<file path="config.mk">
export PLATFORM = sky130hd
export DESIGN_NAME = penc_rr_flat
export DESIGN_NICKNAME = d
export VERILOG_FILES = /design/src/rtl/penc_rr_if.sv /design/src/rtl/penc_rr.sv /design/src/flat_wrapper.sv
export SDC_FILE = /design/constraint.sdc
export NUM_CORES = 1
export LEC_CHECK = 0
export CAP_MARGIN = 15
export CORE_MARGIN = 2
export CORE_UTILIZATION = 50
export CTS_BUF_LIST = sky130_fd_sc_hd__clkbuf_16
export DETAILED_ROUTE_END_ITERATION = 10
export PLACE_DENSITY_LB_ADDON = 0.15
export RECOVER_POWER = 50
export SYNTH_ARGS = -nofsm -noshare
export SYNTH_HDL_FRONTEND = slang
export SYNTH_SLANG_ARGS = --single-unit
</file>
<file path="constraint.sdc">
create_clock -name clk -period 5.3 [get_ports clk]
set_clock_uncertainty 0.05 [all_clocks]
set_input_delay 1.06 -clock clk [delete_from_list [all_inputs] [get_ports clk]]
set_output_delay 1.06 -clock clk [all_outputs]
set_load 0.01 [all_outputs]
</file>
<file path="src/rtl/penc_rr_if.sv">
// penc_rr_if: request/result handshake bundle for penc_rr.
// The slave modport is the encoder side; the master modport is the producer/consumer side.
interface penc_rr_if #(
  parameter int unsigned N  = 8,
  parameter int unsigned CW = 16
);
  localparam int unsigned W = $clog2(N);

  logic          in_valid;
  logic          in_ready;
  logic [N-1:0]  in_req;
  logic          out_valid;
  logic          out_ready;
  logic [W-1:0]  out_idx;
  logic          out_none;
  logic          out_multi;
  logic [W:0]    out_cnt;
  logic [CW-1:0] multi_cnt;
  logic          multi_clr;

  modport master (
    output in_valid, in_req, out_ready, multi_clr,
    input  in_ready, out_valid, out_idx, out_none, out_multi, out_cnt, multi_cnt
  );

  modport slave (
    input  in_valid, in_req, out_ready, multi_clr,
    output in_ready, out_valid, out_idx, out_none, out_multi, out_cnt, multi_cnt
  );
endinterface

</file>
<file path="src/rtl/penc_rr.sv">
// penc_rr: registered priority encoder with valid/ready on both sides.
// Reports winning index, none/multi flags, popcount, and a saturating
// count of accepted multi-hot vectors.
// Build option PENC_ROUND_ROBIN_EN: round-robin priority starting at a
// pointer that advances past each winner; otherwise lowest index wins.
module penc_rr #(
  parameter int unsigned N  = 8,
  parameter int unsigned CW = 16
) (
  input logic      clk,
  input logic      rst_n,
  penc_rr_if.slave bus
);
  localparam int unsigned W = $clog2(N);

  logic          accept;
  logic          out_valid_q, out_valid_d;
  logic [W-1:0]  idx_q, idx_d;
  logic          none_q, none_d;
  logic          multi_q, multi_d;
  logic [W:0]    cnt_q, cnt_d;
  logic [CW-1:0] mcnt_q, mcnt_d;
  logic [W-1:0]  idx_lo;

  assign bus.in_ready = !out_valid_q || bus.out_ready;
  assign accept       = bus.in_valid && bus.in_ready;

  // Lowest set bit over the whole vector (0 when the vector is empty)
  always_comb begin
    idx_lo = '0;
    for (int unsigned i = N; i > 0; i--) begin
      if (bus.in_req[i-1]) idx_lo = W'(i - 1);
    end
  end

`ifdef PENC_ROUND_ROBIN_EN
  localparam logic [W-1:0] LAST = W'(N - 1);

  logic [W-1:0] ptr_q, ptr_d;
  logic [W-1:0] idx_hi;
  logic         hit_hi;

  // Lowest set bit at or above ptr; if none, the search wraps to idx_lo
  always_comb begin
    idx_hi = '0;
    hit_hi = 1'b0;
    for (int unsigned i = N; i > 0; i--) begin
      if (bus.in_req[i-1] && ((i - 1) >= 32'(ptr_q))) begin
        idx_hi = W'(i - 1);
        hit_hi = 1'b1;
      end
    end
  end

  assign idx_d = hit_hi ? idx_hi : idx_lo;

  // Pointer moves just past the winner; explicit wrap for non-power-of-two N
  always_comb begin
    ptr_d = ptr_q;
    if (accept && !none_d) begin
      ptr_d = (idx_d == LAST) ? '0 : idx_d + W'(1);
    end
  end

  // Pointer register
  always_ff @(posedge clk or negedge rst_n) begin
    if (!rst_n) ptr_q <= '0;
    else        ptr_q <= ptr_d;
  end
`else
  assign idx_d = idx_lo;
`endif

  // Popcount and status flags of the incoming vector
  always_comb begin
    cnt_d = '0;
    for (int unsigned i = 0; i < N; i++) begin
      cnt_d = cnt_d + (W+1)'(bus.in_req[i]);
    end
    none_d  = ~|bus.in_req;
    multi_d = (cnt_d > (W+1)'(1));
  end

  // Output-valid next state: load on accept, drain when consumed
  always_comb begin
    out_valid_d = out_valid_q;
    if (accept)             out_valid_d = 1'b1;
    else if (bus.out_ready) out_valid_d = 1'b0;
  end

  // Saturating multi-hot counter; clear wins over increment
  always_comb begin
    mcnt_d = mcnt_q;
    if (bus.multi_clr)                            mcnt_d = '0;
    else if (accept && multi_d && (mcnt_q != '1)) mcnt_d = mcnt_q + CW'(1);
  end

  // State and result registers; data fields only change on accept
  always_ff @(posedge clk or negedge rst_n) begin
    if (!rst_n) begin
      out_valid_q <= 1'b0;
      idx_q       <= '0;
      none_q      <= 1'b0;
      multi_q     <= 1'b0;
      cnt_q       <= '0;
      mcnt_q      <= '0;
    end else begin
      out_valid_q <= out_valid_d;
      mcnt_q      <= mcnt_d;
      if (accept) begin
        idx_q   <= idx_d;
        none_q  <= none_d;
        multi_q <= multi_d;
        cnt_q   <= cnt_d;
      end
    end
  end

  assign bus.out_valid = out_valid_q;
  assign bus.out_idx   = idx_q;
  assign bus.out_none  = none_q;
  assign bus.out_multi = multi_q;
  assign bus.out_cnt   = cnt_q;
  assign bus.multi_cnt = mcnt_q;
endmodule

</file>
<file path="src/flat_wrapper.sv">
// flat-port wrapper written by rule: the top's interface ports become plain ports
module penc_rr_flat 
#(
  parameter int unsigned N  = 8,
  parameter int unsigned CW = 16
)
  (clk, rst_n, bus_in_valid, bus_in_req, bus_out_ready, bus_multi_clr, bus_in_ready, bus_out_valid, bus_out_idx, bus_out_none, bus_out_multi, bus_out_cnt, bus_multi_cnt);
  penc_rr_if #(.N(N), .CW(CW)) bus_i ();
  input logic clk;
  input logic rst_n;
  input wire logic [$bits(bus_i.in_valid)-1:0] bus_in_valid;
  input wire logic [$bits(bus_i.in_req)-1:0] bus_in_req;
  input wire logic [$bits(bus_i.out_ready)-1:0] bus_out_ready;
  input wire logic [$bits(bus_i.multi_clr)-1:0] bus_multi_clr;
  output wire logic [$bits(bus_i.in_ready)-1:0] bus_in_ready;
  output wire logic [$bits(bus_i.out_valid)-1:0] bus_out_valid;
  output wire logic [$bits(bus_i.out_idx)-1:0] bus_out_idx;
  output wire logic [$bits(bus_i.out_none)-1:0] bus_out_none;
  output wire logic [$bits(bus_i.out_multi)-1:0] bus_out_multi;
  output wire logic [$bits(bus_i.out_cnt)-1:0] bus_out_cnt;
  output wire logic [$bits(bus_i.multi_cnt)-1:0] bus_multi_cnt;
  assign bus_i.in_valid = bus_in_valid;
  assign bus_i.in_req = bus_in_req;
  assign bus_i.out_ready = bus_out_ready;
  assign bus_i.multi_clr = bus_multi_clr;
  assign bus_in_ready = bus_i.in_ready;
  assign bus_out_valid = bus_i.out_valid;
  assign bus_out_idx = bus_i.out_idx;
  assign bus_out_none = bus_i.out_none;
  assign bus_out_multi = bus_i.out_multi;
  assign bus_out_cnt = bus_i.out_cnt;
  assign bus_multi_cnt = bus_i.multi_cnt;
  penc_rr #(.N(N), .CW(CW)) u_core (.clk(clk), .rst_n(rst_n), .bus(bus_i));
endmodule
</file>
# Word-level counts from Yosys, hierarchy flattened
# Cells that the tools add are included.
# classes
n_addsub,8
n_mul,0
div_mod_pow,0
order_cmp,1
eq_ne,1
shifts,0
muxes,12
n_bitwise,0
n_reduce_logical,9
# ops
op,count
$mux 16,2
$add 4x1->4,6
$mux 3,8
$add 16x1->16 const B,1
$ne 16x16->1 const B,1
$reduce_or 8->1,1
$gt 4x1->1 const B,1
$reduce_bool 2->1,2
$logic_and 1x1->1,3
$add 1x1->2,1
$logic_not 1->1,2
$mux 1,2
$logic_or 1x1->1,1
# totals
ff_bits,26
latch_bits,0
ram_bits,0
mem_bits_ro,0
input_bits,13
elab_cells,37
n_memories,0

# Logic depth before layout (Yosys ltp)
# depth
word_depth,12
mapped_depth,15
depth_no_buf,13

# Worst setup path after synthesis
# Ideal clock, no wire load.
# synth_timing
path_kind,in2reg
from,input bus_in_req[0]
to,register u_core.mcnt_q[6] (netlist: u_core.bus.multi_cnt[6])
setup_time_ns,0.125
t_arrival_ns,4.511
slack_ns,0.615
stages,14
path_buffers,2
path_cell_list,inv_1 > ha_1 > inv_1 > fa_1 > fa_1 > fa_1 > inv_1 > fa_1 > nor4_1 > or2_2 > clkbuf_1 > buf_2 > nor4_1 > mux2_2
# synth_via
elab_chain_len,11
# synth_rtl
element,line,rtl
"start, declared",flat_wrapper.sv:12,input wire logic [$bits(bus_i.in_req)-1:0] bus_in_req;
$add 1x1->2,penc_rr.sv:78,cnt_d = cnt_d + (W+1)'(bus.in_req[i]);
$add 4x1->4 (6 in a row),penc_rr.sv:78,
net u_core.cnt_d[1],penc_rr.sv:21,"logic [W:0] cnt_q, cnt_d;"
$gt 4x1->1,penc_rr.sv:81,multi_d = (cnt_d > (W+1)'(1));
$logic_and 1x1->1 (2 in a row),penc_rr.sv:95,else if (accept && multi_d && (mcnt_q != '1)) mcnt_d = mcnt_q + CW'(1);
$reduce_bool 2->1 (no source line),--,
"end signal, assigned",penc_rr.sv:109,mcnt_q <= mcnt_d;
"end, declared",penc_rr.sv:22,"logic [CW-1:0] mcnt_q, mcnt_d;"
# The timed path passes the listed nets, and every way through them passes these cells.
# A chain may end at the register's enable or synchronous reset.

# Worst setup path after layout
# layout_timing
from,input bus_in_req[1]
to,register u_core.mcnt_q[3] (netlist: u_core.bus.multi_cnt[3])
# Same word-level chain as after synthesis.

==> run_summary.xml <==
<?xml version="1.0" encoding="UTF-8"?>
<metrics>
  <group name="global_route">
    <metric name="globalRoute.totalOverflow" unit="">0</metric>
    <metric name="antenna_found_initial" unit="">0</metric>
    <metric name="number_of_global_route_vias_before_repair" unit="">1353</metric>
    <metric name="grt_usage" unit="">0.229</metric>
    <metric name="grt_pass1_wl" unit="microns">6330</metric>
    <metric name="maximum_number_of_pins_on_one_net_before_global_route_repair" unit="">27</metric>
  </group>
  <group name="clock_tree">
    <metric name="ctsLongestPathBuffers" unit="">2</metric>
    <metric name="ctsRootBufferMaster" unit="">clkbuf_16</metric>
    <metric name="clock_insertion_delay_worst_skew" unit="ns">0.26</metric>
    <metric name="clock_pin_slew_on_the_worst_setup_and_hold_paths" unit="ns">0.06</metric>
    <metric name="clock_tree.htree_level_count" unit="">1</metric>
    <metric name="cts_hold_buffers" unit="">0</metric>
    <metric name="resized_cells_post_cts" unit="">0</metric>
    <metric name="clock_sinks" unit="">26</metric>
    <metric name="numCtsBuffers" unit="">3</metric>
    <metric name="postCtsSetupBuffers" unit="">0</metric>
    <metric name="cts_tree" unit="">done</metric>
  </group>
  <group name="final_layout">
    <metric name="share_of_post_route_cells_with_drive_strength_above_1" unit="">0.117</metric>
    <metric name="area.growth.synth_to_final" unit="%">32.2</metric>
    <metric name="num_antenna_cells" unit="">0</metric>
    <metric name="most-common-layout-cells" unit="">26 x clkdlybuf4s50_1, 26 x dfrtp_1, 17 x nor2_1</metric>
    <metric name="regArea" unit="sq um">651</metric>
    <metric name="multi_input_area" unit="sq um">871</metric>
    <metric name="stdcell_count" unit="">257</metric>
    <metric name="filler_cell_count" unit="">257</metric>
    <metric name="nets" unit="">237</metric>
  </group>
  <group name="floorplan">
    <metric name="floorplan.initialDensity" unit="">0.527</metric>
    <metric name="area_of_the_die" unit="sq um">3690</metric>
    <metric name="floorplan.io_pins" unit="">40</metric>
    <metric name="core_area" unit="sq um">3050</metric>
    <metric name="dieWidth" unit="microns">60.8</metric>
    <metric name="rows" unit="">20</metric>
    <metric name="fp.dieH" unit="microns">60.8</metric>
  </group>
  <group name="worst_setup_path">
    <metric name="start_kind" unit="">primary input</metric>
    <metric name="criticalPathCategory" unit="">in -&gt; reg</metric>
    <metric name="path_max_fanout" unit="">16</metric>
    <metric name="critPathLaunch" unit="">bus_in_req[1]</metric>
    <metric name="worst_ep_required_time" unit="ns">5.42</metric>
    <metric name="cp_arrival" unit="ns">5.17</metric>
    <metric name="crit_path_end_kind" unit="">flop</metric>
    <metric name="timing.rr.start" unit="">u_core.bus.multi_cnt[3]</metric>
  </group>
  <group name="route">
    <metric name="avgViaCountPerCell" unit="">5.75</metric>
    <metric name="ant_nets" unit="">0</metric>
    <metric name="drc_errors" unit="">0</metric>
    <metric name="count_of_tritonroute_iterations_in_the_first_routing_pass" unit="">5</metric>
    <metric name="drt-wirelength-per-cell" unit="microns">15.0</metric>
    <metric name="drt_first_iter_violations" unit="">62</metric>
    <metric name="routed_wl" unit="microns">3860</metric>
    <metric name="detailroute.via_count" unit="">1478</metric>
  </group>
  <group name="place">
    <metric name="gp_routability_congestion" unit="">0.792</metric>
    <metric name="place_hpwl" unit="microns">2760</metric>
    <metric name="dp.cells" unit="">252</metric>
    <metric name="place.port_buffers" unit="">39</metric>
    <metric name="post-place-ws" unit="ns">0.0158</metric>
  </group>
  <group name="pwr">
    <metric name="ir_worst_vdd" unit="uV">136</metric>
    <metric name="power.density" unit="nW/um^2">243</metric>
    <metric name="cellLeakagePower" unit="nW">0.916</metric>
  </group>
  <group name="min_path">
    <metric name="worst_hold_startpoint" unit="">u_core.bus.out_multi</metric>
    <metric name="worst_hold_path_type" unit="">reg -&gt; reg</metric>
  </group>
  <group name="synthesis">
    <metric name="mappedNetlistNets" unit="">194</metric>
    <metric name="synth.cell_area" unit="sq um">1610</metric>
    <metric name="post_synth_inst_count" unit="">172</metric>
    <metric name="netlist.area_leader.share" unit="">0.404</metric>
    <metric name="post_synth.cell_area_avg" unit="sq um">9.36</metric>
    <metric name="synthDistinctLibCells" unit="">40</metric>
    <metric name="synth.yosys.warnings" unit="">0</metric>
    <metric name="synth_area_leader_cell" unit="">dfrtp_1</metric>
    <metric name="synth.top_cells.by_area" unit="">dfrtp_1 40%, mux2_2 5.6%, fa_1 5.0%</metric>
    <metric name="synth-seq-cells" unit="">26</metric>
    <metric name="synth-seq-area-share" unit="">0.404</metric>
  </group>
  <group name="sta">
    <metric name="drv_slew" unit="">0</metric>
    <metric name="post_route_worst_setup_slack" unit="ns">0.253</metric>
    <metric name="holdWs" unit="ns">0.427</metric>
    <metric name="achievable-frequency" unit="MHz">198</metric>
    <metric name="layout_worst_path_cycle_share" unit="">0.952</metric>
    <metric name="report.final.hold_viol_count" unit="">0</metric>
    <metric name="report.final.setup_viol" unit="">0</metric>
    <metric name="grt_setup_unrepaired" unit="">no</metric>
    <metric name="worst-slew-pin-transition" unit="ns">0.936</metric>
    <metric name="maxSlewHeadroom" unit="">0.376</metric>
    <metric name="period_minus_slack" unit="ns">5.05</metric>
    <metric name="setup_total_negative_slack" unit="ns">0</metric>
  </group>
  <group name="run_status">
    <metric name="run_status" unit="">completed</metric>
  </group>
  <group name="run">
    <metric name="cap_violations" unit="">0</metric>
  </group>
</metrics>
## flip-flops by register name (all words and copies together), names as in the netlist
| signal | count |
|---|---|
| u_core.bus.multi_cnt | 16 |
| u_core.bus.out_cnt | 4 |
| u_core.bus.out_idx | 3 |
| u_core.bus.out_multi | 1 |
| u_core.bus.out_none | 1 |
| u_core.bus.out_valid | 1 |
## report_power, final
group          total (mW)  internal [mW]  switching, mW  leakage [nW]
logic               0.125         0.0599         0.0654         0.529
registers           0.223          0.214        0.00896         0.349
clock network       0.169          0.100         0.0693        0.0370
total               0.518          0.374          0.144         0.916
## Yosys cell counts
cell type	number
mux2_4	1
nor2_1	17
or2_2	1
or2b_2	1
inv_1	14
dfrtp_1	26
mux2_2	8
buf_6	1
xnor2_1	2
clkbuf_1	3
o31a_1	1
nand4b_1	1
nand2_1	15
nor4_2	1
or4_4	1
ha_1	5
or4_1	2
a31o_2	1
or2_4	1
or4_2	1
and4_1	1
nor4_1	8
nand2b_1	2
o21ai_0	8
o311ai_2	1
o31ai_1	5
o21bai_1	1
nor3_1	2
nand4_1	1
dlygate4sd1_1	1
and2_1	1
nand3_1	12
fa_1	4
or3_1	1
a21oi_1	9
o41ai_1	2
and2b_1	1
nor2b_1	7
buf_2	1
nand4_2	1
## worst max-delay path, cell delays in order
cell and delay (ns):
clkdlybuf4s50_1 0.50, inv_1 0.08, ha_1 0.26, inv_1 0.08, fa_1 0.43, fa_1 0.51
fa_1 0.20, inv_1 0.06, fa_1 0.55, o311ai_2 0.15, or2_2 0.45, or4_2 0.67
a21oi_1 0.17
## final cells by class
type / instances / share of cell area
repair buffers: 44 / 0.199
inverters: 14 / 0.0247
flip-flops and latches: 26 / 0.306
multi-input cells: 126 / 0.409
clock buffers: 3 / 0.0353
well taps: 44 / 0.0259
## cells by family after synthesis
group / share of synthesized area
simple gates: 0.263
compound gates: 0.113
flops: 0.404
buf+inv: 0.0552
mux: 0.0653
fa+ha+maj: 0.0886
xor+xnor: 0.0109
## metal layers
| metal | vias to the layer above | part of all wire | global-route usage |
|---|---|---|---|
| met5 | - | 0 | 0 |
| met4 | 0 | 0.021 | 0.0807 |
| met3 | 9 | 0.055 | 0.0448 |
| met2 | 59 | 0.50 | 0.372 |
| met1 | 720 | 0.43 | 0.308 |
| li1 | 690 | - | - |
## path summary, 6_finish.rpt
kind,end,slack (ns),cells after the start
min reg2reg,u_core.bus.out_multi,0.43,2
max in group asynchronous,u_core.bus.out_cnt[2],2.89,2
min in group asynchronous,u_core.bus.multi_cnt[3],1.12,1
max reg2reg,u_core.bus.multi_cnt[11],3.10,6
max,u_core.bus.multi_cnt[3],0.25,13
min,u_core.bus.out_multi,0.43,2
## through the flow
stage               cell area (sq um)  utilization  total power [mW]
floorplan                        1610            -             0.294
global placement                 2040        0.669             0.353
detailed placement               2040        0.669             0.357
CTS                              2120        0.693             0.526
global route                     2130        0.697             0.547
finish                           2130        0.697             0.518
No activity file was read; power rests on OpenSTA's default activity.
